$ cat src/rtl/display_scan_ctrl.sv
// Four-digit multiplexed 7-segment scan controller: per-slot GAP/DRIVE sequencing,
// frame-aligned digit snapshot, blink masking. Optional SCAN_LZ_BLANK_EN blanks a leading zero in digit 3.
module display_scan_ctrl #(
    parameter int REFRESH_DIV = 1000,
    parameter int BLINK_DIV   = 125
) (
    input  logic        clk,
    input  logic        rst,
    input  logic [15:0] digits,
    input  logic [3:0]  blink_mask,
    output logic [3:0]  an,
    output logic [3:0]  seg_in,
    output logic        seg_en,
    output logic        frame_start
);
    localparam int PW = (REFRESH_DIV > 1) ? $clog2(REFRESH_DIV) : 1;
    localparam int FW = (BLINK_DIV > 1) ? $clog2(BLINK_DIV) : 1;

    localparam logic [0:0] GAP   = 1'b0;
    localparam logic [0:0] DRIVE = 1'b1;

    localparam logic [PW-1:0] PRE_LAST = PW'(REFRESH_DIV - 1);
    localparam logic [FW-1:0] FRM_LAST = FW'(BLINK_DIV - 1);

    logic [PW-1:0] pre;
    logic [1:0]    idx;
    logic [FW-1:0] frame_cnt;
    logic          blink_phase;
    logic [15:0]   snapshot;
    logic          slot_blank;

    // Slot state is implied by the prescaler; kept as a named signal for observation.
    logic [0:0] state;
    assign state = (pre == '0) ? GAP : DRIVE;

    logic slot_end;
    logic frame_end;
    assign slot_end  = (pre == PRE_LAST);
    assign frame_end = slot_end && (idx == 2'd3);

    logic [3:0] nibble;
    always_comb begin
        nibble = 4'h0;
        case (idx)
            2'd0: nibble = snapshot[3:0];
            2'd1: nibble = snapshot[7:4];
            2'd2: nibble = snapshot[11:8];
            2'd3: nibble = snapshot[15:12];
            default: nibble = 4'h0;
        endcase
    end

    logic lz_blank;
`ifdef SCAN_LZ_BLANK_EN
    assign lz_blank = (idx == 2'd3) && (snapshot[15:12] == 4'h0);
`else
    assign lz_blank = 1'b0;
`endif

    always_ff @(posedge clk) begin
        if (rst) begin
            pre         <= '0;
            idx         <= 2'd0;
            frame_cnt   <= '0;
            blink_phase <= 1'b0;
            snapshot    <= 16'h0000;
            slot_blank  <= 1'b0;
            an          <= 4'b1111;
            seg_in      <= 4'h0;
            seg_en      <= 1'b0;
            frame_start <= 1'b0;
        end else begin
            pre <= slot_end ? '0 : pre + 1'b1;
            if (slot_end)
                idx <= idx + 2'd1;

            if (frame_end) begin
                if (frame_cnt == FRM_LAST) begin
                    frame_cnt   <= '0;
                    blink_phase <= ~blink_phase;
                end else begin
                    frame_cnt <= frame_cnt + 1'b1;
                end
            end

            // Blink decision and digit snapshot are both latched in the dead-time cycle.
            if (state == GAP) begin
                slot_blank <= blink_phase & blink_mask[idx];
                if (idx == 2'd0)
                    snapshot <= digits;
            end

            frame_start <= (state == GAP) && (idx == 2'd0);

            if ((state == DRIVE) && !slot_blank && !lz_blank) begin
                an     <= ~(4'b0001 << idx);
                seg_in <= nibble;
                seg_en <= 1'b1;
            end else begin
                an     <= 4'b1111;
                seg_in <= 4'h0;
                seg_en <= 1'b0;
            end
        end
    end
endmodule

$ cat config.mk
export PLATFORM = sky130hd
export DESIGN_NAME = display_scan_ctrl
export DESIGN_NICKNAME = d
export VERILOG_FILES = /design/src/rtl/display_scan_ctrl.sv
export SDC_FILE = /design/constraint.sdc
export NUM_CORES = 1
export LEC_CHECK = 0
export ABC_AREA = 1
export ABC_CLOCK_PERIOD_IN_PS = 4150
export BUFFER_PORTS_ARGS = -buffer_cell sky130_fd_sc_hd__buf_2
export CAP_MARGIN = 20
export CORE_MARGIN = 1
export CORE_UTILIZATION = 50
export CTS_CLUSTER_SIZE = 24
export DETAILED_ROUTE_END_ITERATION = 8
export GPL_TIMING_DRIVEN = 0
export MAX_ROUTING_LAYER = met4
export PLACE_DENSITY = 0.77
export SYNTH_ARGS = -nofsm -noshare
export SYNTH_HDL_FRONTEND = slang
export SYNTH_SLANG_ARGS = --single-unit
export TNS_END_PERCENT = 50
$ cat constraint.sdc
create_clock -name clk -period 4.15 [get_ports clk]
set_input_delay 0.83 -clock clk [delete_from_list [all_inputs] [get_ports clk]]
set_output_delay 0.83 -clock clk [all_outputs]
set_load 0.03 [all_outputs]
==> flow_summary.toml <==
[floorplan]
num_rows = 24
die_w_um = 71.5
pin_count = 32
die_height_um = 71.5
core_um2 = 4500
start_util_pct = 53.6
die-area_um2 = 5110

[setup_path]
worstReg2RegStart = "idx[0]"
rr_endpoint = "seg_in[1]"
reg2regPathDepth = 6
cp-start-kind = "flop"
worstPathArrival_ns = 1.94
cpMostUsedCell = "inv_1"
cp.required_ns = 4.35
crit_type = "flop to flop"
reg2reg_slack_ns = 2.41
cpPeakStageDelay_ns = 0.39
crit_slowest_cell = "clkbuf_1"
cp_cell_sequence = "inv_1 > ha_1 > clkbuf_1 > inv_1 > o21ai_0 > nor2_1"
worst-path-max-fanout = 10
worst_setup_path_end_kind = "flop"

[timing]
setup-violations-final = 0
finalCriticalPeriod_ns = 1.74
hold_violations = 0
worstMarginPinSlew_ns = 0.490
maxSlewHeadroom_pct = 67.3
rsz0062_at_grt = "no"
slew_violations = 0
max_freq_ghz = 0.574
fin_crit_sh_pct = 42.0
fin_setup_tns_ns = 0
setup_ws_ns = 2.41
skew_ns = 0.00858

[cts]
cts_max_level = 2
post_cts_resized = 0
clockBufferDepth = 2
cts_inserted_buffers = 5
ctsHoldBuffers = 0
root_buffer = "clkbuf_8"
path_clk_slew_ns = 0.09
clock_latency_ns = 0.30
clock-sinks = 47
cts_tree = "yes"
cts_setup_buffers = 0

[final_layout]
nets = 418
final_cells = 441
area_delta_synth_final_pct = 14.6
drive_gt1_share_pct = 15.9
diodes = 0

[routing]
vias = 2171
wl_per_cell_um = 11.0
ant_nets = 0
viasPerCell = 4.92
drc = 0
drt-total-wl_um = 4840
first_iter_violations = 146
dr.pass1.iters = 4

[logic_synthesis]
synth_top_area_cell = "dfxtp_1"
post-synth-top-count-cell = "inv_1"
yosys-top-cells-area = "dfxtp_1 (39%), inv_1 (11%), nand2_1 (11%)"
synth_fp_nets = 380
async_reset_ff_share_pct = 0
ys_seq_elements = 47
yosys-top-cells-count = "inv_1 (73), nand2_1 (69), dfxtp_1 (47)"
yosysWarnings = 0
synth_edf_count = 0
netlist_instances = 350
yosysTopAreaCellShare_pct = 39.0
ys_types = 30
synth_area_um2 = 2410
avgSynthCellArea_um2 = 6.90
seq_area_frac_synth_pct = 39.0
synth-main-ff-cell = "dfxtp_1"

[global_route]
grt_max_degree = 15
grt_pass1_vias = 1942
track_usage_pct = 21.1
grt-ovfl-total = 0
grt_pass1_wl_um = 8280
antenna_found_initial = 0

[placement]
place_inst = 433
io_buffers = 31
hpwlAfterDp_um = 3480
dp_slack_ns = 2.27
gp_congestion = 0.825

[run_status]
outcome = "complete, no violations"

[min_path]
holdPathStages = 1
hold_start = "pre[0]"
hold_path.class = "flop to flop"
min_to = "pre[0]"

[pwr]
ir_drop_mv = 0.180
p_per_area_nw_per_um2 = 372
leakagePower_uw = 0.00134

[job]
max_cap_viol_count = 0
-- kinds of logic after synthesis --
group                    after synthesis  synth area share, %
buffers and inverters                 84                 13.9
AND/OR/NAND/NOR                      169                 33.1
adder cells (fa/ha/maj)                8                 4.15
XOR/XNOR                               3                 1.09
flip-flops                            47                 39.0
AO/OA/AOI/OAI                         39                 8.81
-- cell usage in the layout (no fill, tap or decap), types with 5 or more instances in the layout --
| cell type | instances |
|---|---|
| a21oi_1 | 22 |
| buf_2 | 35 |
| clkbuf_8 | 5 |
| dfxtp_1 | 47 |
| ha_1 | 8 |
| inv_1 | 73 |
| nand2_1 | 69 |
| nand2_2 | 8 |
| nand3_1 | 15 |
| nand4_1 | 20 |
| nor2_1 | 43 |
| o21ai_0 | 11 |
-- worst max-delay path by stage --
stage | startpoint | endpoint | slack (ns) | depth (start not counted)
global placement | rst | frame_cnt[0] | 2.29 | 5
CTS | idx[0] | seg_in[2] | 2.43 | 6
detailed placement | rst | frame_cnt[0] | 2.27 | 5
global route | idx[0] | seg_in[2] | 2.24 | 6
finish | idx[0] | seg_in[1] | 2.41 | 6
floorplan | rst | frame_cnt[0] | 2.66 | 4
-- worst max-delay path, delay by kind of cell (launching register included) --
family                   cells  cell delay, ns
AO/OA/AOI/OAI                1            0.19
AND/OR/NAND/NOR              1            0.06
buffers and inverters        3            0.72
flip-flops                   1            0.37
adder cells (fa/ha/maj)      1            0.30
-- sequential cells by signal, summed over array words and instances, names as in the netlist --
signal and flops:
an 4, blink_phase 1, frame_cnt 7, frame_start 1
idx 2, pre 10, seg_en 1, seg_in 4
slot_blank 1, snapshot 16
-- layer usage --
layer,vias to the layer above,share of wire (%),track usage (%)
li1,1162,-,-
met1,964,48,25.9
met2,39,47,34.4
met3,6,3.9,4.64
met4,0,1.2,7.63
met5,-,0,-
-- final cells by class --
type / count / area [µm²]
fillers: 427 / 1740
multi-input cells: 219 / 1140
flip-flops and latches: 47 / 941
inverters: 73 / 274
repair buffers: 31 / 155
clock buffers: 6 / 72.6
well taps: 52 / 65.1
plain buffers: 11 / 61.3
clock inverters: 2 / 60.1
-- through the flow --
| step | power, µW | hold WS (ns) | cell area (µm²) | utilization [%] |
|---|---|---|---|---|
| floorplan | 607 | 0.441 | 2410 | - |
| global placement | 640 | 0.462 | 2640 | 58.5 |
| detailed placement | 644 | 0.478 | 2640 | 58.5 |
| CTS | 1030 | 0.499 | 2770 | 61.4 |
| global route | 1080 | 0.519 | 2770 | 61.4 |
| finish | 1030 | 0.497 | 2770 | 61.4 |
-- power by group --
group	switching, µW	internal [µW]	leakage, µW
Clock	154	241	0.0000654
Combinational	90.0	54.7	0.000891
Sequential	11.5	478	0.000385
Total	255	774	0.00134
Power figures use the tool's default switching activity.
